==> src/rtl/rr_arbiter4.sv <==
// 4-way arbiter, round-robin (fixed priority when ARB_FIXED_PRIO_EN is defined), owner hold bounded by MAX_HOLD.
// Latency: req sampled at edge t, registered gnt/gnt_idx/gnt_valid/preempt visible after that edge.
// Backpressure: requesters hold req until served; the owner is preempted after MAX_HOLD cycles if others wait.
module rr_arbiter4 #(
   parameter int MAX_HOLD = 8,
   parameter int CNT_W    = 4
) (
   input  logic       clk,
   input  logic       rst_n,
   input  logic [3:0] req,
   output logic [3:0] gnt,
   output logic [1:0] gnt_idx,
   output logic       gnt_valid,
   output logic       preempt
);

   typedef enum logic {IDLE, BUSY} state_t;

   localparam logic [CNT_W-1:0] HOLD_LAST = CNT_W'(MAX_HOLD - 1);

   state_t           state_q, state_d;
   logic [3:0]       gnt_d;
   logic [1:0]       idx_d;
   logic             vld_d;
   logic             pre_d;
   logic [CNT_W-1:0] hold_cnt, cnt_d;
   logic [3:0]       others;
   logic [1:0]       base;
   logic [1:0]       win_req;
   logic [1:0]       win_oth;

   // First set bit of r, scanning upward from base with mod-4 wrap.
   function automatic logic [1:0] pick(input logic [3:0] r, input logic [1:0] start);
      logic [1:0] idx;
      logic [1:0] win;
      logic       found;
      win   = 2'd0;
      found = 1'b0;
      for (int i = 0; i < 4; i++) begin
         idx = start + i[1:0];
         if (!found && r[idx]) begin
            win   = idx;
            found = 1'b1;
         end
      end
      return win;
   endfunction

`ifdef ARB_FIXED_PRIO_EN
   assign base = 2'd0;
`else
   logic [1:0] last_idx;

   assign base = last_idx + 2'd1;

   // While busy, idx_d equals the current owner, so this tracks each new grant.
   always_ff @(posedge clk or negedge rst_n) begin
      if (!rst_n) begin
         last_idx <= 2'b11;
      end else if (vld_d) begin
         last_idx <= idx_d;
      end
   end
`endif

   assign others  = req & ~gnt;
   assign win_req = pick(req, base);
   assign win_oth = pick(others, base);

   always_comb begin
      state_d = state_q;
      idx_d   = gnt_idx;
      cnt_d   = hold_cnt;
      pre_d   = 1'b0;
      case (state_q)
         IDLE: begin
            if (|req) begin
               state_d = BUSY;
               idx_d   = win_req;
               cnt_d   = '0;
            end
         end
         BUSY: begin
            if (!req[gnt_idx]) begin
               // Release wins over a coincident hold expiry: no preempt pulse.
               cnt_d = '0;
               if (|req) begin
                  idx_d = win_req;
               end else begin
                  state_d = IDLE;
                  idx_d   = 2'd0;
               end
            end else if (|others && hold_cnt == HOLD_LAST) begin
               idx_d = win_oth;
               cnt_d = '0;
               pre_d = 1'b1;
            end else if (hold_cnt != HOLD_LAST) begin
               cnt_d = hold_cnt + 1'b1;
            end
         end
      endcase
      vld_d = (state_d == BUSY);
      gnt_d = vld_d ? (4'b0001 << idx_d) : 4'b0000;
   end

   always_ff @(posedge clk or negedge rst_n) begin
      if (!rst_n) begin
         state_q   <= IDLE;
         gnt       <= 4'b0000;
         gnt_idx   <= 2'b00;
         gnt_valid <= 1'b0;
         preempt   <= 1'b0;
         hold_cnt  <= '0;
      end else begin
         state_q   <= state_d;
         gnt       <= gnt_d;
         gnt_idx   <= idx_d;
         gnt_valid <= vld_d;
         preempt   <= pre_d;
         hold_cnt  <= cnt_d;
      end
   end

endmodule

==> config.mk <==
export PLATFORM = sky130hd
export DESIGN_NAME = rr_arbiter4
export DESIGN_NICKNAME = d
export VERILOG_FILES = /design/src/rtl/rr_arbiter4.sv
export SDC_FILE = /design/constraint.sdc
export NUM_CORES = 1
export LEC_CHECK = 0
export ABC_AREA = 1
export BUFFER_PORTS_ARGS = -buffer_cell sky130_fd_sc_hd__buf_2
export CAP_MARGIN = 15
export CORE_MARGIN = 2
export CORE_UTILIZATION = 25
export CTS_CLUSTER_DIAMETER = 40
export DETAILED_ROUTE_END_ITERATION = 7
export PLACE_DENSITY = 0.45
export SYNTH_ARGS = -nofsm -noshare
export SYNTH_HDL_FRONTEND = slang
export SYNTH_SLANG_ARGS = --single-unit
==> constraint.sdc <==
create_clock -name clk -period 2.5 [get_ports clk]
set_input_delay 0.125 -clock clk [delete_from_list [all_inputs] [get_ports clk]]
set_output_delay 0.125 -clock clk [all_outputs]
set_load 0.005 [all_outputs]
### Yosys cells after proc, flatten, opt, wreduce, memory -nomap -nowiden

Index checks and enable logic that the tools add are counted.

| storage, ports and cells | value |
|---|---|
| register bits after elaboration | 14 |
| latch bits | 0 |
| bits in writable memories | 0 |
| memory bits (read-only) | 0 |
| input port bits | 6 |
| output and inout port bits | 8 |
| logic and storage cells | 89 |
| memories | 0 |

| operators by class | value |
|---|---|
| add/sub/neg operators | 5 |
| $mul | 0 |
| divide/modulo/power cells | 0 |
| $lt $le $gt $ge | 5 |
| equal/unequal tests | 4 |
| shift-type cells | 1 |
| muxes and demuxes | 49 |
| bitwise operators | 3 |
| reduce and logical (&&, ||, !) cells | 16 |

Operators by type and width:

| kind | number |
|---|---|
| 2-bit two-way mux | 12 |
| 1-bit two-way mux | 20 |
| 4-bit two-way mux | 5 |
| 1-bit binary-select mux with 2-bit select | 9 |
| 2-bit by 3-bit less-than comparator with 1-bit output (second input constant) | 5 |
| 4-bit case mux with 2 select lines | 1 |
| 4-bit OR reduction | 2 |
| 1-bit logical AND | 7 |
| 1-bit zero test | 6 |
| 2-bit by 1-bit adder with 2-bit output (second input constant) | 2 |
| 2-bit adder (second input constant) | 2 |
| 4-bit by 1-bit adder with 4-bit output (second input constant) | 1 |
| 4-bit AND | 1 |
| 4-bit by 3-bit == test with 1-bit output (second input constant) | 1 |
| 4-bit by 2-bit inequality test with 1-bit output (second input constant) | 1 |
| 4-bit by 3-bit inequality test with 1-bit output (second input constant) | 1 |
| 4-bit NOT | 1 |
| 2-bit case mux with 2 select lines | 1 |
| 1-bit by 2-bit left shift with 4-bit output (first input constant) | 1 |
| 2-bit inequality test (second input constant) | 1 |
| 1-bit case mux with 2 select lines | 1 |
| 2-bit AND reduction | 1 |
| 1-bit NOT | 1 |

### Depth between registers and ports, before layout

Gate-level depths: netlist of the first run.

| logic depth | value |
|---|---|
| depth in word-level cells | 19 |
| gate-level depth with buffers | 16 |
| mapped depth without buffers | 14 |

### Worst setup path before layout of the first run

OpenSTA, ideal clock, no wires.

| timing | value |
|---|---|
| kind | reg-to-reg |
| from | register last_idx[0] |
| to | register gnt[3] |
| setup time | 0.114 ns |
| arrival | 1.565 ns |
| required time | 2.386 ns |
| slack | 0.821 ns |
| cell stages (with the launch flop) | 16 |
| buffers on the path | 2 |
| clock period less this slack | 1.679 ns |
| path through | dfstp_2 > buf_6 > inv_6 > buf_6 > nand2_2 > nand2_2 > nand2_1 > nand2_1 > nor2_4 > nand3_1 > nand2_1 > nand2_1 > nand2_2 > nand3_4 > nand2_2 > nor2_2 |

| between the ends | value |
|---|---|
| longest elaborated chain between the ends | 18 |
| elaborated cells on any way between the ends | 53 |
| those cells by class | add/sub: 4; shift: 1; mux: 36; reduce/logical: 12 |

RTL lines:

| element | RTL line | RTL |
|---|---|---|
| start, declared | 52 | `logic [1:0] last_idx;` |
| start signal, assigned | 61 | `last_idx <= idx_d;` |
| 2-bit by 1-bit adder with 2-bit output * | 54 | `assign base = last_idx + 2'd1;` |
| branches (longest 14 deep; another with 2-bit by 1-bit adder with 2-bit output) | n/a |  |
| 2-bit case mux with 2 select lines * | 75 | `case (state_q)` |
| via idx_d[1] | 23 | `logic [1:0] idx_d;` |
| 1-bit by 2-bit left shift with 4-bit output * | 103 | `gnt_d = vld_d ? (4'b0001 << idx_d) : 4'b0000;` |
| 4-bit two-way mux * | 103 |  |
| via gnt_d[3] | 22 | `logic [3:0] gnt_d;` |
| end signal, assigned | 116 | `gnt <= gnt_d;` |
| end, declared | 11 | `output logic [3:0] gnt,` |

Mark *: on every way through the listed nets, which the timed path passes. The select of a mux whose other input is x is not followed.
A chain may end at the register's enable or synchronous reset.

### Worst setup path after layout of the first run

Same ends and word-level chain as after synthesis.

==> results_dict.tcl, run 1 <==
set metrics [dict create \
    track_usage_pct 11.4 \
    p_leak_nw 0.801 \
    place_congestion 0.826 \
    synthCells 199 \
    drc 0 \
    crit_slowest_cell "dfstp_2" \
    dr.pass1.iters 4 \
    wl_per_cell_um 11.7 \
    tns_ps 0 \
    worstPathBufferInverterCount 2 \
    drv_cap 0 \
    met3_usage_pct 0.829 \
    fin_nets 221 \
    drt-initial-drc-count 71 \
    power_mw 1.93 \
    grtUsageMet2_pct 18.5 \
    yosysMostFrequentCell "nand2_1" \
    die_w_um 76.6 \
    reg2reg_depth 12 \
    period_share_pct 78.8 \
    cts_sinks 14 \
    grt_util_met1_pct 15.5 \
    ir_drop_v 0.000380 \
    crit_top_cell "nand2_2" \
    dieArea_sq_um 5870 \
    slew_headroom_pct 74.4 \
    cpPeakStageDelay_ps 730 \
    fin_hold_ws_ps 299 \
    ys_top_cells_by_count "70 x nand2_1, 26 x nand3_1, 22 x inv_1" \
    ioPinCount 14 \
    htreeDepth 1 \
    top_usage_layer "met2" \
    synth-edff-count 0 \
    ys_ff_latch 14 \
    worst-path-stages 12 \
    rrSetupSlack_ps 530 \
    vias 1248 \
    antenna_found_initial 0 \
    cp-start-kind "flop" \
    dp_hpwl_um 2680 \
    totalWireLength_um 3310 \
    n_fill_cell 586 \
    postRouteAntennaNets 0 \
    synth_top_area_share_pct 22.8 \
    min_period_ps 1970 \
    fp.dieH_um 76.6 \
    core-area_sq_um 5110 \
    ys.flop_type "dfrtp_1" \
    cts_tree "yes" \
    async_reset_ff_share_pct 100 \
    yosys_warnings 0 \
    areaGrowthSynthToFinish_pct 12.3 \
    seq_area_frac_synth_pct 26.8 \
    status "finished, final reports clean" \
    fin_skew_ps 7.98 \
    worstPathCellList "inv_6, nand3_1, nand3_2, nand2_2, nand2_2, nor2_2, inv_1, nand3_1, nand2_1, nand3_4, nand2_2, nor2_2" \
    slew_violations 0 \
    yosysTopAreaCell "dfrtp_1" \
    cp_max_fo 16 \
    clock_latency_ps 250 \
    first_global_vias 1143 \
    tightest_slew_ps 384 \
    synthTopCellsByArea "dfrtp_1 23%, nand2_1 20%, nand3_1 9.9%, nand2_2 6.6%, inv_1 6.3%" \
    seq_area_sq_um 353 \
    syn-num-nets 206 \
    drive_gt1_share_pct 26.8 \
    io_buffers 13 \
    multi_input_area_sq_um 798 \
    overflow 0 \
    rsz0062_at_grt "no" \
    synth_cell_type_count 29 \
    grt_pass1_wl_um 5400 \
    worst_hold_path_type "input pin to asynchronous set/reset pin" \
    required_ps 2680 \
    post_cts_buffers 0 \
    crit_family "simple AND/OR/NAND/NOR gates" \
    initial_utilization_pct 25.8 \
    clock_path_buffers 2 \
    endpoint_kind "flop" \
    syn_avg_cell_area_sq_um 6.63 \
    synth_area_sq_um 1320 \
    p_per_area_nw_per_um2 1310 \
    critPathArrivalTime_ps 2150 \
    vias_per_cell 4.41 \
    path_class "flop to flop" \
    finalHoldViolCount 0 \
    max_freq_ghz 0.508 \
    rows 26 \
    setup_violations 0 \
    cts_root_buffer "clkbuf_8" \
    grt_max_degree 17 \
    diodes 0 \
    cts.clk_slew.worst_paths_ps 60 \
    cts_buffers 3 \
]
==> metrics by stage <==
step / cells / setup slack (ps) / util, % / cell area (sq um)
CTS: 283 / 530 / 29.0 / 1480
global route: 283 / 345 / 29.0 / 1480
floorplan: 199 / 821 / - / 1320
detailed placement: 278 / 537 / 27.9 / 1430
finish: 283 / 530 / 29.0 / 1480
global placement: 278 / 533 / 27.9 / 1430
==> sequential cells by signal, indices dropped and copies added (netlist names) <==
name and flops:
last_idx 2, state_q 1, gnt 4, hold_cnt 4, gnt_idx 2, preempt 1
==> routing by layer <==
layer  vias to the layer above  part of all wire [%]
met5                         -                     0
met3                         6                   2.4
li1                        665                     -
met1                       554                    49
met2                        23                    46
met4                         0                   1.8
==> cell type report <==
cell class              instances  area share (%)
repair buffers                 14            5.07
clock buffers                   4            3.04
inverters                      30            8.28
flip-flops and latches         14            23.8
well taps                      70            5.91
multi-input cells             151            53.9
==> cell usage in the layout, fill, tap and decap left out, drive strengths merged <==
master,count
nand2,85
o21ai,7
a21boi,2
dfstp,2
a22oi,1
nor3b,1
buf,13
clkbuf,4
inv,30
ha,1
a32oi,1
a21oi,3
xor2,1
o21a,1
nand4,3
dfrtp,12
nor2,12
nand3,33
dlygate4sd3,1
==> timing repair <==
item,4_1_cts,5_1_grt
endpoints found under the hold margin,12,0
setup endpoints to repair,0,0
resized for setup,0,0
hold buffers,1,0
==> power by group <==
group | internal [mW] | switching [mW] | leakage (nW)
clock | 0.113 | 0.0825 | 0.0228
combinational | 0.449 | 0.832 | 0.604
sequential | 0.324 | 0.134 | 0.174
total | 0.886 | 1.05 | 0.801
==> worst paths after layout <==
| path | startpoint | endpoint |
|---|---|---|
| min in group clk | req[1] | state_q$_DFF_PN0_ |
| hold / removal | rst_n | hold_cnt[2]$_DFFE_PN0P_ |
| setup reg to reg | last_idx[0]$_DFFE_PN1P_ | gnt[3]$_DFF_PN0_ |
| setup / recovery | last_idx[0]$_DFFE_PN1P_ | gnt[3]$_DFF_PN0_ |
| max in group asynchronous | rst_n | last_idx[1]$_DFFE_PN1P_ |
| hold reg to reg | hold_cnt[0]$_DFFE_PN0P_ | hold_cnt[0]$_DFFE_PN0P_ |
==> worst reg2reg max path: stages, from the launching register on <==
cell and delay (ps):
dfstp_2 730, inv_6 120, nand3_1 160, nand3_2 110, nand2_2 90, nand2_2 60, nor2_2 150, inv_1 50
nand3_1 80, nand2_1 100, nand3_4 110, nand2_2 70, nor2_2 70
==> kinds of logic after synthesis <==
logic type	count (synthesis)	synth area share, %
buffers and inverters	34	12.7
adder cells (fa/ha/maj)	1	0.949
flip-flops	14	26.8
AO/OA/AOI/OAI	15	7.59
AND/OR/NAND/NOR	134	51.3
XOR/XNOR	1	0.664
(Power assumes the default switching activity.)
==> run 2, diff against run 1 <==
--- a/config.mk
+++ b/config.mk
@@ -12,7 +12,7 @@
 export CORE_UTILIZATION = 25
 export CTS_CLUSTER_DIAMETER = 40
 export DETAILED_ROUTE_END_ITERATION = 7
-export PLACE_DENSITY = 0.45
+export PLACE_DENSITY = 0.46
 export SYNTH_ARGS = -nofsm -noshare
 export SYNTH_HDL_FRONTEND = slang
 export SYNTH_SLANG_ARGS = --single-unit
==> constraint.sdc (replaced) <==
create_clock -name clk -period 1.8 [get_ports clk]
set_input_delay 0.09 -clock clk [delete_from_list [all_inputs] [get_ports clk]]
set_output_delay 0.09 -clock clk [all_outputs]
set_load 0.005 [all_outputs]
==> results_dict.tcl, run 2 (synthesized netlist as in run 1, its figures left out) <==
set metrics [dict create \
    status "finished with violations" \
    violations "setup timing" \
    cpPeakStageDelay_ps 610 \
    crit_top_cell "nand3_4" \
    dieArea_sq_um 5870 \
    max_freq_ghz 0.530 \
    ioPinCount 14 \
    totalWireLength_um 3940 \
    cts_buffers 3 \
    cp-start-kind "flop" \
    crit_slowest_cell "dfstp_2" \
    track_usage_pct 13.2 \
    critPathArrivalTime_ps 2030 \
    slew_headroom_pct 74.5 \
    drive_gt1_share_pct 51.7 \
    stdcell_count 308 \
    path_class "flop to flop" \
    worstSetupStartpoint "last_idx[0]$_DFFE_PN1P_" \
    place_congestion 0.834 \
    rows 26 \
    vias_per_cell 4.43 \
    die_w_um 76.6 \
    fin_util_pct 38.0 \
    reg_top3 "gnt (4), hold_cnt (4)" \
    crit_family "simple AND/OR/NAND/NOR gates" \
    period_share_pct 105 \
    setup_violations 6 \
    cts_root_buffer "clkbuf_8" \
    rr_startpoint "last_idx[0]$_DFFE_PN1P_" \
    tightest_slew_ps 383 \
    setup_slack_ps -87.2 \
    slew_violations 0 \
    worstPathBufferInverterCount 3 \
    clock_path_buffers 2 \
    grt_max_degree 15 \
    worstPathCellList "buf_12, buf_12, nand3_4, nand3_4, nand2_4, buf_4, a21boi_2, nand3_2, nand2_2, nand3_4, nand2_4, nor2_2" \
    io_buffers 13 \
    multi_input_area_sq_um 1040 \
    rrSetupSlack_ps -90 \
    endpoint "gnt[3]$_DFF_PN0_" \
    finalHoldViolCount 0 \
    p_per_area_nw_per_um2 2010 \
    min_period_ps 1890 \
    final_common_cell "nand2_1" \
    dr.pass1.iters 4 \
    cts_sinks 14 \
    fp.dieH_um 76.6 \
    wl_per_cell_um 12.8 \
    reg2reg_depth 12 \
    core-area_sq_um 5110 \
    drc 0 \
    diodes 0 \
    cts_tree "yes" \
    worst_hold_path_type "input pin to asynchronous set/reset pin" \
    vias 1363 \
    timing.rr.end "gnt[3]$_DFF_PN0_" \
    clock_latency_ps 250 \
    postRouteAntennaNets 0 \
    fin_skew_ps 2.70 \
    placed_cells 289 \
    endpoint_kind "flop" \
    worst-path-stages 12 \
    areaGrowthSynthToFinish_pct 47.2 \
    ir_drop_v 0.000543 \
    fin_hold_ws_ps 267 \
    seq_area_sq_um 353 \
    grt_pass1_wl_um 6240 \
    fin_nets 246 \
    n_fill_cell 548 \
    initial_utilization_pct 25.8 \
    final_cell_mix "48 x nand2_1, 25 x nand2_2, 22 x inv_1" \
    rsz0062_at_grt "yes" \
    cp_max_fo 5 \
    antenna_found_initial 0 \
    p_leak_nw 1.00 \
    drt-initial-drc-count 51 \
    dp_hpwl_um 2780 \
    drv_cap 0 \
    overflow 0 \
    cts.clk_slew.worst_paths_ps 60 \
    required_ps 1950 \
    htreeDepth 1 \
    first_global_vias 1317 \
]
[run 2: cell types whose count changed in the layout (fill, tap and decap cells not counted), moves of 3 or more]
cell and delta:
nand2_4 +11, nand3_1 -12, nand3_4 +5, nand3_2 +7, nor2_1 -3, nand2_1 -22
nand2_2 +11, buf_4 +21
[run 2: how the worst min path moves through the flow]
stage / cells past startpoint / slack, ps / from / to
floorplan: 0 / -210 / rst_n / gnt[0]$_DFF_PN0_
global placement: 1 / 8 / rst_n / hold_cnt[2]$_DFFE_PN0P_
detailed placement: 1 / 6 / rst_n / hold_cnt[2]$_DFFE_PN0P_
CTS: 2 / 280 / rst_n / hold_cnt[2]$_DFFE_PN0P_
global route: 2 / 320 / rst_n / hold_cnt[2]$_DFFE_PN0P_
finish: 2 / 270 / rst_n / hold_cnt[2]$_DFFE_PN0P_
[run 2: cell type report]
cell class / count / area share [%]
clock buffers: 4 / 2.32
inverters: 30 / 6.31
multi-input cells: 151 / 53.5
flip-flops and latches: 14 / 18.2
well taps: 70 / 4.51
repair buffers: 39 / 15.2
[run 2: where the power goes]
part / total [mW] / leakage, nW / internal [mW] / switching, mW
registers: 0.582 / 0.174 / 0.450 / 0.132
clock network: 0.276 / 0.0228 / 0.157 / 0.119
logic: 3.04 / 0.805 / 1.31 / 1.73
total: 3.90 / 1.00 / 1.91 / 1.98
[run 2: per-stage QoR]
step                power (mW)  setup WS [ps]  instance area (sq um)  setup TNS, ps
CTS                       3.38          -33.4                   1780           -161
finish                    3.90          -87.2                   1940           -370
detailed placement        2.63          -86.1                   1520           -387
floorplan                 2.12            121                   1320              0
global route              4.24           -198                   1940          -1120
global placement          2.66          -87.0                   1520           -437
[run 2: worst register-to-register path: cells and delay by family, from the launching register on]
kind / cells / cell delay [ps]
AO/OA/AOI/OAI: 1 / 120
buffers and inverters: 3 / 390
flip-flops: 1 / 610
AND/OR/NAND/NOR: 8 / 680
[run 2: metal layers]
metal,share of wire [%],up-vias,global-route usage [%],wire length (um)
met1,45,637,16.7,1760
li1,-,707,-,-
met3,1.3,5,1.42,50
met5,0,-,0,0
met2,53,14,22.9,2080
met4,1.2,0,5.09,46
[run 2: what timing repair did]
item	CTS	global route
endpoints found under the hold margin	12	0
gates resized for setup	31	33
pin swaps	16	26
endpoints found under the setup margin	7	8
hold buffers	1	0
setup buffers	9	6
